### config.mk
export PLATFORM = sky130hd
export DESIGN_NAME = block_rom_arbiter
export DESIGN_NICKNAME = d
export VERILOG_FILES = /design/src/rtl/block_rom_arbiter.sv
export SDC_FILE = /design/constraint.sdc
export NUM_CORES = 1
export LEC_CHECK = 0
export CORE_AREA = 3 3 85 87
export DETAILED_ROUTE_END_ITERATION = 12
export DIE_AREA = 0 0 88 90
export HOLD_SLACK_MARGIN = 0.06
export PLACE_DENSITY = 0.73
export SYNTH_ARGS = -nofsm -noshare
export SYNTH_HDL_FRONTEND = slang
export SYNTH_SLANG_ARGS = --single-unit
### constraint.sdc
create_clock -name clk -period 0.8 [get_ports clk]
set_clock_uncertainty 0.05 [all_clocks]
set_input_delay 0.24 -clock clk [delete_from_list [all_inputs] [get_ports clk]]
set_output_delay 0.24 -clock clk [all_outputs]
set_load 0.02 [all_outputs]
### src/rtl/block_rom_arbiter.sv
// ---------------------------------------------------------------------------
// block_rom_arbiter
//
// Two-port read arbiter in front of three shared sprite colour-plane ROMs
// (R, G, B). Both ports share one address bus. At most one port is granted
// per cycle. The grant and the ROM address are registered on the same edge.
// rd_validN follows gntN one cycle later, which is when the ROM presents its
// registered output word.
//
// Arbitration: fixed priority, so port 0 wins a tie. When the optional
// ARB_STARVE_GUARD_EN macro is defined, a starvation counter forces a
// port 1 grant. This happens after port 1 has been denied STARVE_LIMIT
// consecutive times while requesting.
//
// Parameters
//   AW            sprite ROM address width
//   DW            width of one colour-plane ROM word
//   STARVE_LIMIT  denied cycles for port 1 before a forced grant (guard only)
//
// Ports
//   clk                          rising-edge clock
//   rst_n                        asynchronous active-low reset
//   req0 / addr0                 port 0 (stage renderer) request + address
//   req1 / addr1                 port 1 (sprite/HUD renderer) request + address
//   gnt0 / gnt1                  registered grants, one-hot or zero
//   rom_addr                     registered address to the R/G/B ROMs
//   rom_dataR/G/B                ROM outputs, one cycle after rom_addr
//   rd_data                      {rom_dataR, rom_dataG, rom_dataB}, combinational
//   rd_valid0 / rd_valid1        rd_data belongs to that port this cycle
//
// Configuration macro: ARB_STARVE_GUARD_EN
// ---------------------------------------------------------------------------
module block_rom_arbiter #(
    parameter int AW           = 7,
    parameter int DW           = 32,
    parameter int STARVE_LIMIT = 8
) (
    input  logic            clk,
    input  logic            rst_n,
    input  logic            req0,
    input  logic [AW-1:0]   addr0,
    input  logic            req1,
    input  logic [AW-1:0]   addr1,
    output logic            gnt0,
    output logic            gnt1,
    output logic [AW-1:0]   rom_addr,
    input  logic [DW-1:0]   rom_dataR,
    input  logic [DW-1:0]   rom_dataG,
    input  logic [DW-1:0]   rom_dataB,
    output logic [3*DW-1:0] rd_data,
    output logic            rd_valid0,
    output logic            rd_valid1
);

    logic          w_force1;
    logic          w_sel0;
    logic          w_sel1;
    logic [AW-1:0] w_addr_nxt;
    logic          r_gnt0;
    logic          r_gnt1;
    logic [AW-1:0] r_rom_addr;
    logic          r_vld0;
    logic          r_vld1;

`ifdef ARB_STARVE_GUARD_EN
    localparam int CNT_W = $clog2(STARVE_LIMIT + 1);

    logic [CNT_W-1:0] r_starve_cnt;

    // Port 1 is forced through once it has been denied STARVE_LIMIT times in a row
    assign w_force1 = req1 && (r_starve_cnt == CNT_W'(STARVE_LIMIT));

    // Starvation counter: clears on a port 1 grant or an idle port 1; saturates
    always_ff @(posedge clk or negedge rst_n) begin
        if (!rst_n) begin
            r_starve_cnt <= {CNT_W{1'b0}};
        end else if (!req1 || w_sel1) begin
            r_starve_cnt <= {CNT_W{1'b0}};
        end else if (r_starve_cnt != CNT_W'(STARVE_LIMIT)) begin
            r_starve_cnt <= r_starve_cnt + {{(CNT_W-1){1'b0}}, 1'b1};
        end else begin
            r_starve_cnt <= r_starve_cnt;
        end
    end
`else
    assign w_force1 = 1'b0;
`endif

    // Grant selection and next ROM address; address holds when nobody is granted
    always_comb begin
        w_sel0     = 1'b0;
        w_sel1     = 1'b0;
        w_addr_nxt = r_rom_addr;
        if (w_force1) begin
            w_sel1     = 1'b1;
            w_addr_nxt = addr1;
        end else if (req0) begin
            w_sel0     = 1'b1;
            w_addr_nxt = addr0;
        end else if (req1) begin
            w_sel1     = 1'b1;
            w_addr_nxt = addr1;
        end else begin
            w_sel0     = 1'b0;
            w_sel1     = 1'b0;
        end
    end

    // Grant, address and valid pipeline; reset kills any in-flight valid
    always_ff @(posedge clk or negedge rst_n) begin
        if (!rst_n) begin
            r_gnt0     <= 1'b0;
            r_gnt1     <= 1'b0;
            r_rom_addr <= {AW{1'b0}};
            r_vld0     <= 1'b0;
            r_vld1     <= 1'b0;
        end else begin
            r_gnt0     <= w_sel0;
            r_gnt1     <= w_sel1;
            r_rom_addr <= w_addr_nxt;
            r_vld0     <= r_gnt0;
            r_vld1     <= r_gnt1;
        end
    end

    assign gnt0      = r_gnt0;
    assign gnt1      = r_gnt1;
    assign rom_addr  = r_rom_addr;
    assign rd_valid0 = r_vld0;
    assign rd_valid1 = r_vld1;
    assign rd_data   = {rom_dataR, rom_dataG, rom_dataB};

endmodule

-- Word level (Yosys, flattened, before mapping)
Index checks and enable logic that the tools add are counted.
- bits in registers: 11
- latch bits: 0
- RAM bits: 0
- bits in read-only memories: 0
- output and inout port bits: 107
- logic and storage cells: 11
- memories: 0
- add/sub/neg operators: 0
- multipliers: 0
- div/mod/pow operators: 0
- $lt $le $gt $ge: 0
- equality and inequality tests: 0
- shift operators: 0
- mux-type cells: 5
- bitwise operators: 0
- reductions and logical operators: 1
- operators with widths (kind ; number):
    $mux 7 ; 2
    $mux 1 ; 3
    $reduce_bool 2->1 ; 1

-- Longest topological paths before layout
Gate-level depths: netlist of the first run.
- depth after elaboration: 2
- gate-level depth with buffers: 3

-- Least setup slack after synthesis of the first run
Ideal clock, no wire load.
- path type: register to register
- start: register rom_addr[0] (netlist name)
- end: register r_rom_addr[0], in the netlist rom_addr[0]
- data arrival time: 0.632 ns
- required time: 0.629 ns
- slack: -0.003 ns
- cell stages (with the launch flop): 3
- buffers on the path: 0
- cells stage by stage: dfrtp_1 > mux2i_1 > o21ai_1
- RTL lines (what ; RTL line ; source):
    end signal, assigned ; 114 ; r_rom_addr <= {AW{1'b0}};
    end signal, assigned ; 120 ; r_rom_addr <= w_addr_nxt;
    end, declared ; 61 ; logic [AW-1:0] r_rom_addr;

-- Final worst setup path of the first run
- start: register r_rom_addr[3], in the netlist rom_addr[3]
- end: output rom_addr[3]
- RTL lines (what ; RTL line ; source):
    end, declared ; 46 ; output logic [AW-1:0] rom_addr,
No word-level cell between the ends.

==> results of run 1 <==
[worst min-delay path, delay by kind of cell]
kind,cells,cell delay [ns]
muxes,1,0.07
buffers and inverters,1,0.08
AOI/OAI and AO/OA,1,0.11
[state kept, by name (all words and copies together), names as in the netlist]
name,count
gnt0,1
gnt1,1
rd_valid0,1
rd_valid1,1
rom_addr,7
[synth_stat cells]
cell type  number
buf_4          96
nor2b_1         1
nand2_1         7
mux2i_1         7
buf_6           2
o21ai_1         7
dfrtp_1        11
[worst paths after layout]
kind	from	endpoint	slack, ns	depth (start not counted)
max in group asynchronous	rst_n	rom_addr[6]	0.29	2
worst min-delay path	addr1[3]	rom_addr[3]	0.25	3
worst max-delay path	rom_addr[3]	rom_addr[3]	-0.27	1
min in group asynchronous	rst_n	rd_valid0	0.29	2
worst max register to register	rom_addr[2]	rom_addr[2]	-0.10	3
worst min register to register	gnt1	rd_valid1	0.35	0
[per-stage QoR]
step | instance area [um^2] | std cells | setup slack, ns | hold slack, ns | util [%]
final | 942 | 148 | -0.271 | 0.252 | 14.7
after global routing | 942 | 148 | -0.294 | 0.281 | 14.7
after CTS | 928 | 147 | -0.275 | 0.283 | 14.5
after detailed placement | 873 | 143 | -0.536 | 0.321 | 13.6
after global placement | 873 | 143 | -0.505 | 0.309 | 13.6
after floorplan | 1160 | 131 | 0.0107 | -0.106 | -
[logic make-up (layout without fill, tap and decap cells)]
| kind of cell | after synthesis | after routing | synth area share (%) |
|---|---|---|---|
| AOI/OAI and AO/OA | 7 | 7 | 3.03 |
| buffers and inverters | 98 | 38 | 64.3 |
| DFF | 11 | 11 | 23.8 |
| muxes | 7 | 7 | 6.06 |
| and+or+nand+nor | 8 | 8 | 2.81 |
[routing by layer]
| metal | track usage [%] | up-vias | routed length [um] |
|---|---|---|---|
| met5 | 5.59 | - | 54 |
| met4 | 3.58 | 2 | 87 |
| met3 | 15.5 | 15 | 1390 |
| met2 | 13.8 | 136 | 1800 |
| met1 | 3.53 | 193 | 550 |
| li1 | - | 190 | - |
[power by group through the flow]
stage / Sequential, mW / Clock (mW) / Combinational, mW
floorplan: 0.691 / 0 / 0.772
global placement: 0.636 / 0 / 0.360
detailed placement: 0.636 / 0 / 0.362
CTS: 0.637 / 0.568 / 0.371
global route: 0.641 / 0.611 / 0.397
finish: 0.638 / 0.543 / 0.370
[layout make-up]
cell class	count	area, um^2	area share [%]
clock buffer	4	45.0	4.78
multi-input combinational	22	138	14.6
sequential	11	284	30.1
tap	77	96.3	10.2
timing repair buffer	34	379	40.2
[what timing repair did]
action                                 in CTS  in global routing
setup buffers                               1                  2
setup endpoints to repair                  19                 17
resized for setup                          68                  6
pin swaps                                   1                  2
endpoints found under the hold margin       0                  0
==> flow_summary.ini, run 1 <==
[critical_path]
cp_num_buf_inv = 1
critPathRequiredTime_ns = 0.51
critPathKind = reg -> out
cp_top_family = flip-flops
cp-start-kind = register
arrival_ns = 0.78
worstPathCellList = buf_6
cp-end-kind = output pin
crit_slowest_cell = dfrtp_2
cp_max_fo = 2
critPathMaxStageDelay_ns = 0.41

[logic_synthesis]
ys_seq_area_share_pct = 23.8
syn_area_um2 = 1160
synth_fp_nets = 245
syn_avg_cell_area_um2 = 8.83
syn_inst = 131
yosys-top-cells-area = buf_4 (62%), dfrtp_1 (24%), mux2i_1 (6.1%)
ys_warn_count = 0
synth_area_leader_cell = buf_4
yosysUniqueCellTypes = 7
synth_top_cell_area_share_pct = 62.3
synth_seq_cells = 11

[detailed_routing]
route.detailed.drc = 0
post_drt_wl_per_cell_um = 26.2
drtPass1Iterations = 2
vias = 536
wl_um = 3870
viasPerCell = 3.62
drt_iter0_drc = 4
ant_nets = 0

[timing]
hold_violations = 0
slew_headroom_pct = 89.8
tightest_slew_ns = 0.149
drv_slew = 0
timing.final.crit_share_pct = 134
max_freq_mhz = 934
setup_viol = 13
finalSetupTns_ns = -2.92
finalCriticalPeriod_ns = 1.07
rsz0062_at_grt = yes
fin_ws_ns = -0.271

[die]
start_util_pct = 18.0
dieArea_um2 = 7920
io_pins = 221
coreArea_um2 = 6420
dieHeight_um = 90
rows = 29
die_w_um = 88

[pwr]
switching_share_pct = 23.9
power_density_nw_per_um2 = 1650
p_switching_mw = 0.370
p_leak_nw = 0.414
power_frac_seq_pct = 41.2
fin_total_pwr_mw = 1.55
p_int_mw = 1.18
p_comb_share_pct = 23.8
irDropWorstVdd_mv = 0.355
power_frac_clock_pct = 35.0

[final_layout]
areaGrowthSynthToFinish_pct = -18.5
drive_gt1_share_pct = 39.4
nFillCells = 702
final_nets = 186
final_common_cell = clkdlybuf4s50_1
layout_common_cells = clkdlybuf4s50_1 (13), buf_6 (12)
n_antenna_cell = 0

[clock_network]
ctsHoldBuffers = 0
htree_levels = 1
numCtsBuffers = 3
clk_latency_ns = 0.23
clock_path_buffers = 2
root_buffer = clkbuf_8
clock-sinks = 11
cts_tree = built
clk_pin_slew_ns = 0.05

[global_routing]
track_usage_pct = 9.04
grt_max_degree = 17
grt_pass1_vias = 570
grt_pass1_wl_um = 4940
antenna_found_initial = 0
overflow = 0

[hold_path]
worstHoldPathType = in -> reg

[outcome]
violations = setup timing
outcome = finished, violations left

[flow_run]
drv_cap = 0

[place]
io_buffers = 28
gp_congestion = 0.803
Power figures use the tool's default switching activity.
==> run 2, diff against run 1 <==
- GPL_TIMING_DRIVEN: not set -> 0
==> flow_summary.ini, run 2 (synthesis gave the netlist of run 1 again) <==
[outcome]
outcome = finished, violations left
violations = setup timing

[hold_path]
worstHoldPathType = in -> async

[timing]
drv_slew = 0
tightest_slew_ns = 0.502
max_freq_mhz = 944
fin_ws_ns = -0.259
finalHoldWorstSlack_ns = 0.0279
setup_viol = 11
rsz0062_at_grt = yes
finalSetupTns_ns = -2.70
hold_violations = 0
slew_headroom_pct = 66.6
finalCriticalPeriod_ns = 1.06
timing.final.crit_share_pct = 132

[pwr]
power_density_nw_per_um2 = 1170
p_comb_share_pct = 52.2
switching_share_pct = 34.3
fin_total_pwr_mw = 2.46
p_switching_mw = 0.843
power_frac_seq_pct = 25.8
p_int_mw = 1.62
irDropWorstVdd_mv = 0.394
power_frac_clock_pct = 21.9
p_leak_nw = 1.22

[place]
io_buffers = 123
placed_cell_area_um2 = 2490
dpl.hpwl_um = 4670
dp_slack_ns = -0.550
dpl.cell_count = 331
gp_congestion = 0.736

[detailed_routing]
wl_um = 5160
viasPerCell = 3.58
drtPass1Iterations = 2
ant_nets = 0
post_drt_wl_per_cell_um = 15.3
route.detailed.drc = 0
vias = 1205
drt_iter0_drc = 6

[die]
io_pins = 221
dieArea_um2 = 7920
rows = 29
dieHeight_um = 90
die_w_um = 88
coreArea_um2 = 6420
start_util_pct = 18.0

[clock_network]
clk_pin_slew_ns = 0.05
numCtsBuffers = 3
cts_tree = built
htree_levels = 1
clk_latency_ns = 0.23
root_buffer = clkbuf_8
clock-sinks = 11
clock_path_buffers = 2

[flow_run]
drv_cap = 0

[critical_path]
critPathMaxStageDelay_ns = 0.40
critPathKind = reg -> out
cp-start-kind = register
arrival_ns = 0.77
cp-end-kind = output pin
cp_max_fo = 2
crit_slowest_cell = dfrtp_2
cp_top_family = flip-flops
cp_num_buf_inv = 1
worstPathCellList = buf_6
critPathRequiredTime_ns = 0.51

[final_layout]
areaGrowthSynthToFinish_pct = 82.0
drive_gt1_share_pct = 83.8
final_common_cell = buf_4
layout_common_cells = buf_4 (102), buf_2 (91), buf_6 (14)
fin_cells = 337
fin_area_um2 = 2100
n_antenna_cell = 0
final_nets = 375
post-route-util_pct = 32.8
largest_register_ffs = 7

[global_routing]
grt_max_degree = 12
antenna_found_initial = 0
grt_pass1_wl_um = 7160
track_usage_pct = 11.7
grt_pass1_vias = 1285
overflow = 0
## run 2: power groups by stage
stage	logic, mW	registers (mW)	clock network (mW)
2_1_floorplan	0.772	0.691	0
3_3_place_gp	1.52	0.632	0
3_5_place_dp	1.53	0.635	0
4_1_cts	1.29	0.635	0.569
5_1_grt	1.37	0.639	0.598
6_report	1.28	0.635	0.539
## run 2: per-layer routing
metal	track usage [%]	vias up	part of all wire [%]
met5	0	-	0
met4	4.35	0	2.5
met3	6.67	11	16
met2	21.4	104	53
met1	10.5	524	28
li1	-	566	-
## run 2: final timing paths
kind	cells after the start	endpoint	slack, ns	from
min in group clk	2	gnt1	0.25	req1
max in group asynchronous	1	rom_addr[5]	0.31	rst_n
worst max-delay path	1	rom_addr[3]	-0.26	rom_addr[3]
worst min register to register	0	rd_valid0	0.35	gnt0
worst min-delay path	1	rom_addr[0]	0.03	rst_n
worst max register to register	2	rd_valid1	0.01	gnt1
## run 2: layout make-up
cell class / count / area [um^2]
fill: 717 / 4320
timing repair buffer: 125 / 798
buffer: 98 / 743
sequential: 11 / 284
multi-input combinational: 22 / 138
tap: 77 / 96.3
clock buffer: 4 / 45.0
## run 2: repair_timing
item,4_1_cts,5_1_grt
setup endpoints to repair,123,22
gates resized for setup,455,10
buffers inserted,1,1
endpoints found under the hold margin,11,0
